**src/rtl/comp_seq.sv**
```systemverilog
// comp_seq: sequential magnitude comparator, one SLICE-wide slice per clock, MSB first, early exit
//
// Ports:
//   clk          rising-edge clock
//   rst_n        asynchronous active-low reset
//   start        request a compare (accepted when not busy)
//   signed_mode  1 = two's-complement compare, 0 = unsigned (sampled with start)
//   P, Q         64-bit operands (sampled with start)
//   busy         compare in progress
//   done         one-cycle pulse, result valid
//   OPGTQ/OPEQQ/OPLTQ  registered one-hot result
//   nslices      slices examined for the last result
module comp_seq #(
    parameter int SLICE = 8
) (
    input  logic        clk,
    input  logic        rst_n,
    input  logic        start,
    input  logic        signed_mode,
    input  logic [63:0] P,
    input  logic [63:0] Q,
    output logic        busy,
    output logic        done,
    output logic        OPGTQ,
    output logic        OPEQQ,
    output logic        OPLTQ,
    output logic [3:0]  nslices
);
    localparam int NS = 64 / SLICE;
    typedef enum logic [1:0] {IDLE, CMP, DONE} state_t;
    state_t      r_state, w_next;
    logic [63:0] r_p, r_q;
    logic        r_sgn;
    logic [3:0]  r_idx;
    logic        r_gt, r_eq, r_lt;
    logic [3:0]  r_ns;
    logic [5:0]  w_base;
    logic [SLICE-1:0] w_ps, w_qs, w_pf, w_qf;
    logic        w_flip, w_last, w_diff, w_gt, w_accept, w_fin;
    assign w_base   = 6'(63 - int'(r_idx) * SLICE);
    assign w_ps     = r_p[w_base -: SLICE];
    assign w_qs     = r_q[w_base -: SLICE];
    // Signed order equals unsigned order once the sign bit is inverted; only the MSB slice holds it.
    assign w_flip   = r_sgn && (r_idx == 4'd0);
    assign w_pf     = {w_ps[SLICE-1] ^ w_flip, w_ps[SLICE-2:0]};
    assign w_qf     = {w_qs[SLICE-1] ^ w_flip, w_qs[SLICE-2:0]};
    assign w_diff   = (w_ps != w_qs);
    assign w_gt     = (w_pf > w_qf);
    assign w_last   = (r_idx == 4'(NS - 1));
    assign w_fin    = (r_state == CMP) && (w_diff || w_last);
    assign w_accept = start && (r_state != CMP);
    always_ff @(posedge clk or negedge rst_n) begin
        if (!rst_n) r_state <= IDLE;
        else r_state <= w_next;
    end
    always_comb begin
        w_next = r_state;
        busy   = (r_state == CMP);
        done   = (r_state == DONE);
        case (r_state)
            IDLE:    w_next = start ? CMP : IDLE;
            CMP:     w_next = w_fin ? DONE : CMP;
            DONE:    w_next = start ? CMP : IDLE;
            default: w_next = IDLE;
        endcase
    end
    always_ff @(posedge clk or negedge rst_n) begin
        if (!rst_n) begin
            r_p   <= '0;
            r_q   <= '0;
            r_sgn <= 1'b0;
            r_idx <= '0;
            r_gt  <= 1'b0;
            r_eq  <= 1'b0;
            r_lt  <= 1'b0;
            r_ns  <= '0;
        end else begin
            if (w_accept) begin
                r_p   <= P;
                r_q   <= Q;
                r_sgn <= signed_mode;
                r_idx <= '0;
            end else if (r_state == CMP && !w_fin) begin
                r_idx <= r_idx + 4'd1;
            end
            if (w_fin) begin
                r_gt <= w_diff && w_gt;
                r_eq <= !w_diff;
                r_lt <= w_diff && !w_gt;
                r_ns <= r_idx + 4'd1;
            end
        end
    end
    assign OPGTQ   = r_gt;
    assign OPEQQ   = r_eq;
    assign OPLTQ   = r_lt;
    assign nslices = r_ns;
endmodule

```
**config.mk**
```make
export PLATFORM = sky130hd
export DESIGN_NAME = comp_seq
export DESIGN_NICKNAME = d
export VERILOG_FILES = /design/src/rtl/comp_seq.sv
export SDC_FILE = /design/constraint.sdc
export NUM_CORES = 1
export LEC_CHECK = 0
export ABC_AREA = 1
export CORE_MARGIN = 2
export CORE_UTILIZATION = 55
export DETAILED_ROUTE_END_ITERATION = 10
export GPL_ROUTABILITY_DRIVEN = 1
export PLACE_DENSITY_LB_ADDON = 0.12
export SETUP_SLACK_MARGIN = 0.1
export SLEW_MARGIN = 10
export SYNTH_ARGS = -nofsm -noshare
export SYNTH_HDL_FRONTEND = slang
export SYNTH_SLANG_ARGS = --single-unit
export TNS_END_PERCENT = 20
```
**constraint.sdc**
```tcl
create_clock -name clk -period 7.2 [get_ports clk]
set_input_delay 1.44 -clock clk [delete_from_list [all_inputs] [get_ports clk]]
set_output_delay 1.44 -clock clk [all_outputs]
set_load 0.03 [all_outputs]
```
# Yosys cells after proc, flatten, opt, wreduce, memory -nomap -nowiden
# Index checks and enable logic that the tools add are counted.
# word_totals
out_inout_bits	9
regBits	142
in_bits	132
word_cells	40
# op_classes
n_addsub	2
bitwise	2
reduce_logical	14
n_lt_le_gt_ge	1
shift	2
eq_ne	5
muxes	5
# ops
op	count
$shiftx 71x7->8	2
$gt 8x8->1	1
$mux 4	2
$ne 8x8->1	1
$logic_and 1x1->1	6
$sub 6x6->6 const A	1
$add 4x1->4 const B	1
$eq 4x3->1 const B	1
$logic_not 4->1	1
$pmux 2 s2	1
$logic_not 1->1	3
$eq 2x1->1 const B	1
$eq 2x2->1 const B	1
$logic_not 2->1	1
$mux 2	1
$ne 2x1->1 const B	1
$reduce_bool 2->1	1
$reduce_or 2->1	1
$xor 1x1->1	2
$logic_or 1x1->1	1
$mux 1	1

# Longest topological paths before layout
# Gate-level depths: netlist (run 1).
# depth
word_depth	9
mapped_depth	16
mapped_depth_nobuf	14

# Least setup slack after synthesis (run 1)
# No wires, ideal clock.
# synth_path
path_type	register -> register
start	reg r_idx[1]
end	reg r_ns[1] (netlist: nslices[1])
setup_slack_ns	4.733
setup_time_ns	0.117
path_buffers	3
arrival_time_ns	2.350
t_required_ns	7.083
synth_period_minus_slack_ns	2.467
path_stages_with_launch	16
cell_sequence	dfrtp_1 > buf_2 > inv_1 > clkbuf_1 > buf_2 > o21ai_0 > o221ai_1 > o21ai_0 > ha_1 > nand2_1 > nor2_1 > nand4_4 > nand2_4 > inv_4 > nand2_1 > nand2_1
# synth_between
elab_chain_len	5
elab_cells_between_ends	8
cone_classes	2 x add/sub; 2 x eq/ne; 2 x shift; 2 x reduce/logical
# synth_lines
element	line_no	rtl
from (decl)	34	logic [3:0] r_idx;
from (signal assigned)	84	r_idx <= r_idx + 4'd1;
$sub 6x6->6	40	assign w_base = 6'(63 - int'(r_idx) * SLICE);
$shiftx 71x7->8 (on tied branches)	41, 42	
$ne 8x8->1	47	assign w_diff = (w_ps != w_qs);
$logic_or 1x1->1	50	assign w_fin = (r_state == CMP) && (w_diff || w_last);
$logic_and 1x1->1	50	
to (signal assigned)	90	r_ns <= r_idx + 4'd1;
to (decl)	36	logic [3:0] r_ns;
# Several ways; a longest one is shown, not always the timed one.
# A chain may end at the register's enable or synchronous reset.

# Worst setup path after layout (run 1)
# layout_path
start	in start
end	reg r_p[12]
# layout_between
elab_chain_len	1
# layout_lines
element	line_no	rtl
from (decl)	18	input logic start,
$logic_and 1x1->1	51	assign w_accept = start && (r_state != CMP);
to (signal assigned)	69	r_p <= '0;
to (signal assigned)	79	r_p <= P;
to (decl)	32	logic [63:0] r_p, r_q;
# No other way between the ends.

==> results by group, run 1 <==
Logic synthesis
  • Mean Syn Cell Area: about 10 um2
  • Syn nets: 787
  • Synthesized instance count: roughly 650
  • Count of cell types in the netlist: 29
  • Fraction of the yosys area taken by sequential cells: between 50% and 60%
  • Synthesized cell area: 6690 um2
  • Synth warn: 0
  • Register bit total from synthesis: approximately 140

Drt
  • DRC errors left: 0
  • Via Count: between 5000 and 6000
  • Vias/cell: 5.59
  • Routed WL: 15.6 mm
  • DR pass1 iterations: 5
  • Post-DRT Antenna Nets: 0
  • Starting DRT DRC Count: 365
  • Wire per inst: 16.7 um

STA
  • RSZ-0062 raised after global routing: no
  • Worst Slack Setup Final: between 3 and 4 ns
  • Slew margin rel.: approximately a quarter
  • Hold Fails Final Rpt: 0
  • Worst Max-Slew Pin Slew: 1.10 ns
  • FMAX: 281 MHz
  • Setup TNS: 0 ns
  • Worst Skew: between 0.007 and 0.008 ns
  • Final period util: about 49%
  • # setup viols final: 0
  • Min Tclk post-route: ~3.6 ns
  • Final Max Tran Viols: 0

Power
  • Leak: ~3.8 nW
  • Pwr Density: 252 nW/um2
  • VDD IR max: 0.000154 V

CTS
  • Clk Latency, worst-skew pair: 0.42 ns
  • CTS tree: done
  • Clock tree sinks: between 100 and 150
  • H-tree depth: 4
  • Hold buffers post-CTS: 0
  • Cts repair resizes: 0
  • Clock slew at reported path FFs: 0.05 ns
  • CTS root buf: clkbuf_16
  • Setup Buffers After CTS: 0
  • Num CTS Buffers: 17
  • Deepest clock path buffer count: 2

Place
  • Final GP Congestion: about 0.81
  • Dpl ws: between 3 and 4 ns
  • Port bufs: 140
  • Hpwl dp: approximately 10 mm

Floorplanning
  • Full die area: about 13000 um2
  • Initial Util: between 50% and 60%
  • Site row count: 40
  • Core area: around 12000 um2
  • Boundary pin count: roughly 140
  • Die height: 114 um
  • Die width: between 100 and 150 um

Critical path
  • Critical-path top delay cell: nand2_4
  • CP Capture Type: register
  • Worst setup SP type: input port
  • R2R Path End: nslices[3]
  • CP cell instances: clkdlybuf4s50_1, nand2_4, buf_4, mux2_2
  • Worst EP arrival: a little under 4 ns
  • R2R depth: 12
  • CP Max Fanout: 82
  • Critical path class: input port to register
  • FF-to-FF setup slack: roughly 4 ns
  • Reg-to-reg startpoint: r_idx[0]
  • Worst Path Required: about 7.5 ns
  • Slowest cell delay on critical path: roughly 0.77 ns

Final layout
  • Most frequent cells in the layout: dfrtp_1 (141), clkdlybuf4s50_1 (139), mux2_2 (113), nor2_1 (100), o21ai_0 (64)
  • Ratio of cells with drive above 1 in the final layout: roughly 20%
  • Nets: 910
  • Synth-to-layout area growth: 29.6%
  • Diode count: 0
  • Commonest non-fill, non-tap cell in the layout: dfrtp_1
  • Fillers: approximately 900

Global routing
  • Initial antenna violation count: 0
  • Vias in the first global route: 5060
  • Gr usage total: 25.2%
  • First-pass GRT wire length: ~25 mm
  • Largest net degree at the start of global routing: between 80 and 90
  • Overflow after GRT: 0

Min path
  • Hold Path Origin: nslices[3]
  • Hold EP: nslices[3]
  • Hold Crit Depth: 2
  • HP Class: register to register

Status
  • Outcome: completed

Run
  • Max_cap viols: 0
## routing by layer
layer,GRT usage [%],up-vias,share of wire [%]
met4,10.1,0,2.2
met1,34.3,2563,44
li1,-,2447,-
met3,4.92,25,4.9
met2,40.2,159,49
met5,0,-,0
## cells in the mapped netlist
cell	instances	share of area (%)
buf_4	1	0.11
o21ai_1	4	0.30
mux2_2	113	19
xor2_1	2	0.26
nand3_1	19	1.4
or2_0	1	0.094
inv_1	28	1.6
o21ai_0	64	4.8
nor3_1	2	0.15
inv_2	2	0.11
nand4_1	2	0.19
buf_6	1	0.17
a31oi_1	7	0.66
nor2_1	100	5.6
nor2_2	1	0.094
nand4_4	1	0.32
o22ai_1	14	1.3
o221ai_1	7	0.92
ha_1	9	1.7
clkbuf_1	17	0.95
buf_2	20	1.5
inv_4	1	0.094
a21oi_1	19	1.4
a211oi_1	1	0.11
buf_1	2	0.11
nand2_2	1	0.094
dfrtp_1	142	53
nand2_4	1	0.17
nand2_1	64	3.6
## how the worst max path moves through the flow
stage                     startpoint          to  slack (ns)  cells past startpoint
after floorplan             r_idx[1]  nslices[1]        4.73                     15
after global routing           start      r_p[9]        3.48                      4
after detailed placement       start     r_p[12]        3.18                      4
final                          start     r_p[12]        3.64                      4
after global placement         start     r_p[26]        3.23                      4
after CTS                      start     r_p[12]        3.60                      4
## cell type report
class | instances | area [um2] | area share [%]
flip-flops and latches | 142 | 3550 | 41.0
multi-input cells | 432 | 2830 | 32.7
repair buffers | 145 | 1440 | 16.6
clock buffers | 24 | 472 | 5.44
well taps | 147 | 184 | 2.12
inverters | 31 | 119 | 1.37
clock inverters | 8 | 65.1 | 0.751
## critical path: cells and delay by family
family	cells	cell delay, ns
AND/OR/NAND/NOR	1	0.77
multiplexers	1	0.41
buffers and inverters	2	1.19
## flip-flops by register name, summed over array words and instances, names as in the netlist
signal   cells
r_p         64
r_q         64
nslices      4
r_idx        4
r_state      2
OPEQQ        1
OPGTQ        1
OPLTQ        1
r_sgn        1
## kinds of logic (layout without fill, tap and decap cells)
family	Yosys count	count (layout)	synth area share, %
flops	142	142	53.2
mux	113	113	19.0
simple gates	192	192	11.7
compound gates	116	116	9.51
xor+xnor	2	2	0.262
fa+ha+maj	9	9	1.68
buf+inv	72	208	4.62
## metrics by stage
step,hold WS (ns),cell area (um2),cells,util (%),total power [mW]
floorplan,0.458,6690,646,-,1.23
global placement,0.471,8130,897,67.9,1.38
detailed placement,0.477,8130,897,67.9,1.40
CTS,0.492,8660,929,72.4,2.20
global route,0.510,8660,929,72.4,2.29
finish,0.488,8660,929,72.4,2.19
## power breakdown
group | switching [mW] | total [mW] | leakage [nW] | internal [mW]
clock | 0.311 | 0.799 | 0.271 | 0.488
sequential | 0.0602 | 0.981 | 1.66 | 0.921
combinational | 0.187 | 0.406 | 1.86 | 0.219
No activity file was read; power rests on OpenSTA's default activity.
==> run 2, diff against run 1 <==
--- a/config.mk
+++ b/config.mk
@@ -7,7 +7,7 @@
 export LEC_CHECK = 0
 export ABC_AREA = 1
 export CORE_MARGIN = 2
-export CORE_UTILIZATION = 55
+export CORE_UTILIZATION = 46
 export DETAILED_ROUTE_END_ITERATION = 10
 export GPL_ROUTABILITY_DRIVEN = 1
 export PLACE_DENSITY_LB_ADDON = 0.12
==> constraint.sdc (replaced) <==
create_clock -name clk -period 3.2 [get_ports clk]
set_input_delay 0.64 -clock clk [delete_from_list [all_inputs] [get_ports clk]]
set_output_delay 0.64 -clock clk [all_outputs]
set_load 0.03 [all_outputs]
==> run 2 against run 1 <==
Compared with the run above: clock skew fell by 0.0022 ns; via count shrank 1.3%; combinational power increased by 130%; total power rose by 130%; first-iteration DRC count down 4.1%; critical path depth up 9; flip-flop and latch count is the same; cell count increased by 5.2%; largest power group unchanged.
==> results by group, run 2 (same netlist as run 1, synthesis figures left out) <==
Place
  • Final GP Congestion: 0.874 (was 0.810)
  • Dpl ws: 0.532 ns (was 3.18 ns)
  • Port bufs: 140 (unchanged)
  • Placed cells: 945 (was 897)
  • Post-DP Area: 8290 um2 (was 8130 um2)
  • Hpwl dp: 11.5 mm (was 10.1 mm)

Global routing
  • Overflow after GRT: 0 (unchanged)
  • Gr usage total: 22.2% (was 25.2%)
  • First-pass GRT wire length: 27.3 mm (was 25.2 mm)
  • Vias in the first global route: 5365 (was 5060)
  • Initial antenna violation count: 0 (unchanged)
  • Largest net degree at the start of global routing: 77 (was 84)

Critical path
  • CP Capture Type: register (unchanged)
  • Top delay family on crit path: simple AND/OR/NAND/NOR gates (was buffers and inverters)
  • Worst EP arrival: 2.97 ns (was 3.86 ns)
  • CP cell instances: buf_4, o21ai_0, o22ai_1, nor2_1, a31oi_1, ha_1, nand2_1, nor2_1, nand4_4, nand2_4, inv_4, nand2_1, nand2_1 (was clkdlybuf4s50_1, nand2_4, buf_4, mux2_2)
  • Critical path class: register to register (was input port to register)
  • FF-to-FF setup slack: 0.54 ns (was 4.06 ns)
  • R2R Path End: nslices[2] (was nslices[3])
  • Worst path bufs/invs: 2 (unchanged)
  • Worst Path Required: 3.51 ns (was 7.50 ns)
  • Worst setup SP type: register (was input port)
  • Reg-to-reg startpoint: r_idx[0] (unchanged)
  • Most used cell, CP: nand2_1
  • Critical-path top delay cell: buf_4 (was nand2_4)
  • CP Max Fanout: 44 (was 82)
  • Slowest cell delay on critical path: 0.41 ns (was 0.77 ns)
  • R2R depth: 13 (was 12)

CTS
  • Clk Latency, worst-skew pair: 0.42 ns (about the same)
  • Deepest clock path buffer count: 2 (unchanged)
  • Num CTS Buffers: 17 (unchanged)
  • Clock slew at reported path FFs: 0.05 ns (about the same)
  • Cts repair resizes: 0 (unchanged)
  • CTS tree: done (unchanged)
  • Clock tree sinks: 142 (unchanged)
  • Setup Buffers After CTS: 0 (unchanged)
  • CTS root buf: clkbuf_16 (unchanged)
  • Hold buffers post-CTS: 0 (unchanged)
  • H-tree depth: 4 (unchanged)

STA
  • Hold Fails Final Rpt: 0 (unchanged)
  • Worst Skew: 0.00548 ns (was 0.00770 ns)
  • Final period util: about 83%
  • FMAX: around 380 MHz
  • Min Tclk post-route: between 2 and 3 ns
  • Worst Slack Setup Final: 0.536 ns (was 3.64 ns)
  • RSZ-0062 raised after global routing: no (unchanged)
  • Slew margin rel.: 53.2% (was 26.6%)
  • # setup viols final: 0 (unchanged)
  • Worst Max-Slew Pin Slew: 0.703 ns (was 1.10 ns)
  • Final Hold Slack: 0.253 ns (was 0.488 ns)
  • Setup TNS: 0 ns (unchanged)
  • Final Max Tran Viols: 0 (unchanged)

Drt
  • Via Count: 5126 (was 5194)
  • DRC errors left: 0 (unchanged)
  • Routed WL: 16.3 mm (was 15.6 mm)
  • Post-DRT Antenna Nets: 0 (unchanged)
  • Wire per inst: 16.7 um (about the same)
  • Starting DRT DRC Count: 350 (was 365)
  • Vias/cell: 5.25 (was 5.59)
  • DR pass1 iterations: 5 (unchanged)

Floorplanning
  • Boundary pin count: 141 (unchanged)
  • Site row count: 44 (was 40)
  • Die height: 125 um (was 114 um)
  • Die width: 125 um (was 114 um)
  • Core area: 14400 um2 (was 12000 um2)
  • Initial Util: 46.5% (was 55.9%)
  • Full die area: 15500 um2 (was 13100 um2)

Power
  • Total power: 5.11 mW (was 2.19 mW)
  • Pwr Density: 575 nW/um2 (was 252 nW/um2)
  • Leak: 3.88 nW (was 3.79 nW)
  • VDD IR max: 0.000423 V (was 0.000154 V)

Final layout
  • Diode count: 0 (unchanged)
  • Fillers: 1189 (was 889)
  • Biggest regs: r_p (64), r_q (64) (unchanged)
  • Cell Count, Final, Fillers Out: 977 (was 929)
  • Commonest non-fill, non-tap cell in the layout: dfrtp_1 (unchanged)
  • Final core occ: 61.8% (was 72.4%)
  • Synth-to-layout area growth: 32.9% (was 29.6%)
  • Nets: 921 (was 910)
  • Final Cell Area: 8880 um2 (was 8660 um2)
  • Ratio of cells with drive above 1 in the final layout: 20.9% (was 19.8%)
  • Most frequent cells in the layout: dfrtp_1 (141), clkdlybuf4s50_1 (139), mux2_2 (113), nor2_1 (100), o21ai_0 (64) (unchanged)

Status
  • Outcome: completed (unchanged)

Run
  • Max_cap viols: 0 (unchanged)

Min path
  • HP Class: input port to async pin (was register to register)
[run 2: cell types whose count changed in the layout (fill, tap and decap cells not counted)]
cell / change
buf_4: +8
clkinv_2: -5
buf_12: +3
clkbuf_8: +3
bufinv_16: +1
clkinvlp_4: +1
[run 2: worst reg2reg max path, cell delays in order (launching register included)]
cell and delay (ns):
dfrtp_2 0.37, buf_4 0.41, o21ai_0 0.19, o22ai_1 0.20
nor2_1 0.06, a31oi_1 0.25, ha_1 0.21, nand2_1 0.07
nor2_1 0.29, nand4_4 0.18, nand2_4 0.15, inv_4 0.05
nand2_1 0.06, nand2_1 0.05
[run 2: final cells by class]
| cell class | count | area [um2] | share of cell area, % |
|---|---|---|---|
| inverters | 31 | 119 | 1.34 |
| clock inverters | 5 | 77.6 | 0.873 |
| clock buffers | 27 | 513 | 5.77 |
| well taps | 184 | 230 | 2.59 |
| repair buffers | 156 | 1560 | 17.6 |
| multi-input cells | 432 | 2830 | 31.9 |
| flip-flops and latches | 142 | 3550 | 40.0 |
[run 2: where the power goes]
group | internal, mW | switching [mW] | total (mW)
Combinational | 0.504 | 0.430 | 0.934
Clock | 1.25 | 0.706 | 1.95
Sequential | 2.07 | 0.143 | 2.22
Total | 3.83 | 1.28 | 5.11
[run 2: how the worst max path moves through the flow]
stage | from | endpoint | slack, ns | cells past startpoint
6_report | r_idx[0] | nslices[2] | 0.54 | 13
5_1_grt | r_idx[0] | r_idx[3] | 0.34 | 11
4_1_cts | r_idx[0] | nslices[2] | 0.52 | 13
3_5_place_dp | r_idx[0] | nslices[2] | 0.53 | 13
3_3_place_gp | r_idx[0] | OPGTQ | 0.65 | 12
2_1_floorplan | r_idx[1] | nslices[1] | 0.73 | 15
[run 2: layer usage]
metal  wire length [um]  track usage [%]  vias up
li1                   -                -     2469
met1               7340             29.1     2501
met2               7980             36.7      137
met3                774             5.63       19
met4                225             6.41        0
met5                  0                0        -
